`src/rtl/pong_match_ctrl.sv`:
```
// Match control for pong: per-player scores, serve delay, pause toggle,
// BCD countdown timer and end-of-match winner mask for N players.
module pong_match_ctrl #(
    parameter int N_PLAYERS = 2,
    parameter int SCORE_W   = 3,
    parameter int WIN_SCORE = 7,
    parameter int SERVE_SEC = 2,
    parameter int MATCH_MIN = 3
) (
    input  logic                         clk,
    input  logic                         rst,
    input  logic                         start,
    input  logic                         pause,
    input  logic                         mode,
    input  logic                         sec_tick,
    input  logic [N_PLAYERS-1:0]         miss,
    output logic [2:0]                   state,
    output logic                         play_en,
    output logic                         serve,
    output logic [N_PLAYERS*SCORE_W-1:0] scores,
    output logic [3:0]                   t_min,
    output logic [3:0]                   t_sec1,
    output logic [3:0]                   t_sec2,
    output logic [N_PLAYERS-1:0]         winner
);

    localparam logic [2:0] S_IDLE  = 3'd0;
    localparam logic [2:0] S_SERVE = 3'd1;
    localparam logic [2:0] S_PLAY  = 3'd2;
    localparam logic [2:0] S_PAUSE = 3'd3;
    localparam logic [2:0] S_OVER  = 3'd4;

    localparam int AW = SCORE_W + 2;

    typedef logic [SCORE_W-1:0] score_t;
    typedef logic [AW-1:0]      acc_t;

    localparam score_t     SC_MAX = '1;
    localparam score_t     WIN_V  = score_t'(WIN_SCORE);
    localparam acc_t       ONE    = acc_t'(1);
    localparam logic [3:0] SRV_V  = 4'(SERVE_SEC);
    localparam logic [3:0] MIN_V  = 4'(MATCH_MIN);

    logic [2:0]          state_q, state_nx;
    logic [3:0]          cnt_q, cnt_nx;
    logic                mode_q, mode_nx;
    score_t              sc_q [N_PLAYERS];
    score_t              sc_nx [N_PLAYERS];
    logic [3:0]          min_q, min_nx;
    logic [3:0]          s1_q, s1_nx;
    logic [3:0]          s2_q, s2_nx;
    logic                play_en_nx;
    logic                serve_nx;
    logic [N_PLAYERS-1:0] win_nx;
    logic                t_zero;
    logic                hit_win;
    logic                any_win;
    score_t              mx;
    acc_t                inc;
    acc_t                sum;

    // State, datapath and registered outputs
    always_ff @(posedge clk or negedge rst) begin
        if (!rst) begin
            state_q <= S_IDLE;
            cnt_q   <= '0;
            mode_q  <= 1'b0;
            for (int j = 0; j < N_PLAYERS; j++) sc_q[j] <= '0;
            min_q   <= MIN_V;
            s1_q    <= '0;
            s2_q    <= '0;
            play_en <= 1'b0;
            serve   <= 1'b0;
            winner  <= '0;
        end else begin
            state_q <= state_nx;
            cnt_q   <= cnt_nx;
            mode_q  <= mode_nx;
            sc_q    <= sc_nx;
            min_q   <= min_nx;
            s1_q    <= s1_nx;
            s2_q    <= s2_nx;
            play_en <= play_en_nx;
            serve   <= serve_nx;
            winner  <= win_nx;
        end
    end

    // Next state plus score, timer and serve-counter updates
    always_comb begin
        state_nx = state_q;
        cnt_nx   = cnt_q;
        mode_nx  = mode_q;
        sc_nx    = sc_q;
        min_nx   = min_q;
        s1_nx    = s1_q;
        s2_nx    = s2_q;
        t_zero   = 1'b0;
        hit_win  = 1'b0;
        inc      = '0;
        sum      = '0;
        unique case (state_q)
            S_IDLE: begin
                for (int j = 0; j < N_PLAYERS; j++) sc_nx[j] = '0;
                min_nx = MIN_V;
                s1_nx  = '0;
                s2_nx  = '0;
                if (start) begin
                    mode_nx  = mode;
                    cnt_nx   = SRV_V;
                    state_nx = S_SERVE;
                end
            end
            S_SERVE: begin
                if (cnt_q == 4'd0) begin
                    state_nx = S_PLAY;
                end else if (sec_tick) begin
                    cnt_nx = cnt_q - 4'd1;
                end
            end
            S_PLAY: begin
                if (sec_tick) begin
                    unique case (1'b1)
                        (s2_q != 4'd0): begin
                            s2_nx = s2_q - 4'd1;
                        end
                        (s2_q == 4'd0 && s1_q != 4'd0): begin
                            s1_nx = s1_q - 4'd1;
                            s2_nx = 4'd9;
                        end
                        (s2_q == 4'd0 && s1_q == 4'd0 && min_q != 4'd0): begin
                            min_nx = min_q - 4'd1;
                            s1_nx  = 4'd5;
                            s2_nx  = 4'd9;
                        end
                        default: ;
                    endcase
                end
                for (int j = 0; j < N_PLAYERS; j++) begin
                    inc = '0;
                    for (int i = 0; i < N_PLAYERS; i++) begin
                        if (i != j && miss[i]) inc = inc + ONE;
                    end
                    sum = acc_t'(sc_q[j]) + inc;
                    if (sum > acc_t'(SC_MAX)) sc_nx[j] = SC_MAX;
                    else sc_nx[j] = sum[SCORE_W-1:0];
                    if (sc_nx[j] >= WIN_V) hit_win = 1'b1;
                end
                t_zero = (min_nx == 4'd0) && (s1_nx == 4'd0) && (s2_nx == 4'd0);
                if (t_zero || (mode_q && hit_win)) begin
                    state_nx = S_OVER;
                end else if (|miss) begin
                    state_nx = S_SERVE;
                    cnt_nx   = SRV_V;
                end else if (pause) begin
                    state_nx = S_PAUSE;
                end
            end
            S_PAUSE: begin
                if (pause) state_nx = S_PLAY;
            end
            S_OVER: begin
                if (start) state_nx = S_IDLE;
            end
            default: state_nx = S_IDLE;
        endcase
    end

    // Play enable, serve pulse and winner mask for the coming cycle
    always_comb begin
        play_en_nx = (state_nx == S_PLAY);
        serve_nx   = (state_q == S_SERVE) && (state_nx == S_PLAY);
        win_nx     = '0;
        mx         = '0;
        any_win    = 1'b0;
        if (state_nx == S_OVER) begin
            for (int j = 0; j < N_PLAYERS; j++) begin
                if (sc_nx[j] >= WIN_V) any_win = 1'b1;
                if (sc_nx[j] > mx) mx = sc_nx[j];
            end
            for (int j = 0; j < N_PLAYERS; j++) begin
                if (mode_q && any_win) win_nx[j] = (sc_nx[j] >= WIN_V);
                else win_nx[j] = (sc_nx[j] == mx);
            end
        end
    end

    for (genvar g = 0; g < N_PLAYERS; g++) begin : g_sc
        assign scores[g*SCORE_W +: SCORE_W] = sc_q[g];
    end

    assign state  = state_q;
    assign t_min  = min_q;
    assign t_sec1 = s1_q;
    assign t_sec2 = s2_q;

endmodule

```
`config.mk`:
```
export PLATFORM = sky130hd
export DESIGN_NAME = pong_match_ctrl
export DESIGN_NICKNAME = d
export VERILOG_FILES = /design/src/rtl/pong_match_ctrl.sv
export SDC_FILE = /design/constraint.sdc
export NUM_CORES = 1
export LEC_CHECK = 0
export BUFFER_PORTS_ARGS = -buffer_cell sky130_fd_sc_hd__buf_4
export CAP_MARGIN = 20
export CORE_MARGIN = 2
export CORE_UTILIZATION = 50
export DETAILED_ROUTE_END_ITERATION = 8
export PLACE_DENSITY = 0.79
export SLEW_MARGIN = 30
export SYNTH_ARGS = -nofsm -noshare
export SYNTH_HDL_FRONTEND = slang
export SYNTH_SLANG_ARGS = --single-unit
export TNS_END_PERCENT = 1
```
`constraint.sdc`:
```
create_clock -name clk -period 3.35 [get_ports clk]
set_input_delay 0.335 -clock clk [delete_from_list [all_inputs] [get_ports clk]]
set_output_delay 0.335 -clock clk [all_outputs]
set_load 0.02 [all_outputs]
```
After elaboration in Yosys (flattened, before gate mapping)
Index checks and enable logic that the tools add are counted.
- add/sub/neg operators: 6
- reductions and logical operators: 25
- $lt $le $gt $ge: 8
- mux-type cells: 48
- equal/unequal tests: 13
- operators by type and width (kind ; count):
    $mux W4 ; 12
    $mux W3 ; 15
    $pmux W4 S2 ; 5
    $logic_not A4 Y1 ; 6
    $sub A4 B1 Y4 const B ; 4
    $pmux W3 S5 ; 1
    $ge A3 B3 Y1 const B ; 4
    $pmux W4 S3 ; 1
    $pmux W6 S2 ; 1
    $reduce_bool A4 Y1 ; 3
    $add A3 B5 Y5 ; 2
    $gt A5 B3 Y1 const B ; 2
    $mux W1 ; 10
    $mux W5 ; 2
    $ne A2 B2 Y1 const B ; 5
    $eq A3 B2 Y1 const B ; 3
    $logic_and A1 B1 Y1 ; 8
    $eq A3 B3 Y1 ; 2
    $eq A3 B3 Y1 const B ; 2
    $reduce_and A6 Y1 ; 1
    $reduce_or A2 Y1 ; 2
    $eq A3 B1 Y1 const B ; 1
    $gt A3 B1 Y1 const B ; 1
    $gt A3 B3 Y1 ; 1
    6 further kinds ; 6
- output and inout port bits: 25
- bits in registers: 30
- logic and storage cells: 111
- input port bits: 8

Depth between registers and ports, before layout
- depth in word-level cells: 22
- gate-level depth with buffers: 12
- depth with buffers taken out: 11

Worst setup path before layout
No wires, ideal clock.
- path kind: register to register
- start: reg sc_q (netlist bit scores[0])
- end: reg winner[0]
- data required time: 3.243 ns
- stages on the path, launching flop included: 12
- setup time: 0.107 ns
- data arrival time: 2.526 ns
- buffers on the path: 0
- path slack: 0.718 ns
- period minus slack after synthesis: 2.632 ns
- cells stage by stage: dfrtp_1 -> ha_1 -> ha_1 -> a31oi_1 -> o31ai_2 -> inv_1 -> ha_1 -> nor2b_1 -> o21ai_0 -> a32oi_1 -> and2_1 -> a2111oi_4
- RTL lines (what ; line ; RTL):
    from (decl) ; 47 ; score_t sc_q [N_PLAYERS];
    from (signal assigned) ; 79 ; sc_q <= sc_nx;
    to (signal assigned) ; 85 ; winner <= win_nx;
    to (decl) ; 24 ; output logic [N_PLAYERS-1:0] winner

==> metrics.txt <==
synth warn 0; syn nets between 200 and 250; setup TNS 0 ns; DR vias/cell around 5.9; Slew @ Worst Pin 0.527 ns; Die Wd 68.5 um; CTS sink count 30; Peak VDD IR 0.000455 V; Port Buf Inserts 32; number of synthesized flops with an enable pin 0; via count between 1500 and 2000; leakage around 1.1 nW; Initial Util 0.520; CTS resizes 0; synthesized flop and latch total 30; WS Path Type reg -> reg; RePlAce Congestion approximately 0.86; P&R area growth vs syn 18.6%; unrepaired setup endpoints after global routing no; Final Max Tran Viols 0; clock-pin slew on the worst setup and hold paths about 0.070 ns; post-synthesis cell count 229; post-route minimum period between 2 and 3 ns; Distinct cells, synth 65; initial antenna violation count 0; worst r2r src scores[0]$_DFF_PN0_; Avg WL per Cell ~15 um; CP arrival between 2 and 3 ns; Clock Latency Late Sink roughly 0.29 ns; critical hold path startpoint miss[1]; Placement Rows 23; Fin Hold WS ~0.27 ns; Final Skew approximately 0.0086 ns; die area approximately 4700 um2; mean post-synth cell area just over 9 um2; CP startpoint kind flop; H-tree depth 2; highest clock rate around 0.36 GHz; core area roughly 4000 um2; Yosys top cell area share 0.337; total gr overflow 0; Routed Antenna Nets 0; number of diodes 0; final-stage net count roughly 290; vias in the first global route ~1700; global-route wire length before repair around 7.9 mm; layout cells sized above 1 0.228; Synth area leader dfrtp_1; Critical Path RT 3.53 ns; Max Cap Viol 0; Final Cycle Share 0.829; async set-or-reset flop fraction in the synthesized netlist 1.00; DR pass1 iterations 4; DRC errors left 0; gr usage total 0.229; CTS tree yes; largest cells by area after synthesis dfrtp_1 (34%), ha_1 (6.6%), nand2_1 (4.7%); status finished, final reports clean; CP max FO 5; Final Hold Viols 0; initial DRC count 95; Clock Path Buffers 2; reg2reg setup slack between 0.5 and 0.6 ns; Synth Cell Area roughly 2100 um2; Slew HR 0.645; largest net degree at the start of global routing 31; most common cell after layout, fill and taps aside buf_4; Most used DFF post-synth dfrtp_1; Final Util 0.617; CP Capture Type flop; sequential fraction of the synthesis area 0.362; io pins 33; CTS root buffer clkbuf_8; die height 68.5 um; DRT Wirelength just under 5 mm; detailed placement HPWL roughly 3.5 mm; worst setup path startpoint scores[0]$_DFF_PN0_; most frequent cells in the layout buf_4 (36), dfrtp_1 (28), nand2_1 (26), inv_1 (15); CTS Buf Count 5; final setup vio count 0; min-delay worst type in -> reg; Cell Pwr Density between 700 and 800 nW/um2
worst max-delay path, stage by stage (launching register included):
cell	delay, ns
dfrtp_1	0.42
ha_1	0.25
ha_1	0.36
a31oi_1	0.08
o31ai_2	0.29
inv_1	0.08
ha_1	0.29
nor2b_1	0.14
o21ai_0	0.14
a32oi_1	0.09
and2_1	0.20
a2111oi_4	0.32
cell usage after synthesis (2+ instances only):
| master | n |
|---|---|
| dfrtp_1 | 28 |
| a22oi_1 | 2 |
| and2_1 | 2 |
| a22o_1 | 3 |
| inv_1 | 15 |
| a31oi_1 | 5 |
| o21ai_0 | 14 |
| or2b_1 | 2 |
| o22ai_1 | 5 |
| nor2_1 | 14 |
| o21a_1 | 2 |
| o31ai_2 | 2 |
| xnor2_1 | 5 |
| a31o_2 | 2 |
| nor3_1 | 4 |
| nand3_1 | 5 |
| and3b_1 | 2 |
| nand2b_1 | 5 |
| clkbuf_1 | 4 |
| dfstp_2 | 2 |
| nand4b_1 | 3 |
| o31ai_1 | 4 |
| nor2b_1 | 3 |
| nand4_1 | 3 |
| a21oi_1 | 12 |
| ha_1 | 11 |
| buf_2 | 2 |
| mux2i_1 | 3 |
| nor4_1 | 2 |
| o41ai_1 | 2 |
| xor2_1 | 2 |
| nand2_1 | 26 |
power breakdown:
part	internal [mW]	switching (mW)
clock network	0.147	0.135
registers	0.451	0.112
logic	0.412	0.551
total	1.01	0.798
per-stage QoR:
| stage | worst slack (ns) | total power, mW | cell area (um2) | std cells |
|---|---|---|---|---|
| after floorplan | 0.718 | 1.26 | 2080 | 229 |
| final | 0.572 | 1.81 | 2470 | 317 |
| after detailed placement | 0.581 | 1.52 | 2380 | 308 |
| after global routing | 0.448 | 1.96 | 2470 | 317 |
| after CTS | 0.604 | 1.81 | 2470 | 317 |
| after global placement | 0.648 | 1.51 | 2380 | 308 |
final cells by class:
type / count / area, um2
Timing Repair Buffer: 37 / 280
Inverter: 15 / 56.3
Clock buffer: 8 / 80.1
Sequential cell: 30 / 753
Multi-Input combinational cell: 177 / 1240
Tap cell: 50 / 62.6
Fill cell: 336 / 1530
logic make-up (layout without fill, tap and decap cells):
kind of cell	count (synthesis)	in the layout	share of synthesized area
AOI/OAI and AO/OA	71	71	0.253
xor gates and xnor gates	7	7	0.0294
adders and majority gates	11	11	0.0661
buffers and inverters	22	60	0.0445
DFF	30	30	0.362
muxes	4	4	0.0198
and+or+nand+nor	84	84	0.225
routing by layer:
| layer | part of all wire | track usage |
|---|---|---|
| met5 | 0 | 0 |
| met4 | 0.023 | 0.115 |
| met3 | 0.044 | 0.0519 |
| met2 | 0.47 | 0.356 |
| met1 | 0.46 | 0.299 |
registers in the layout (all words and copies together), names as in the netlist:
name and cells:
t_min 4, t_sec2 4, t_sec1 4, serve 1
scores 6, winner 2, play_en 1, state 3
cnt_q 4, mode_q 1
path summary, 6_finish.rpt:
kind | endpoint | cells after the start
max reg2reg | winner[0]$_DFF_PN0_ | 11
min | state[1]$_DFF_PN0_ | 2
max | winner[0]$_DFF_PN0_ | 11
min reg2reg | serve$_DFF_PN0_ | 1
min in group asynchronous | t_sec2[3]$_DFFE_PN0N_ | 2
max in group asynchronous | t_min[0]$_DFFE_PN1N_ | 2
repair_timing:
action | CTS | global route
hold buffers | 1 | 0
setup buffers | 0 | 0
hold endpoints to repair | 28 | 0
Power figures use the tool's default switching activity.
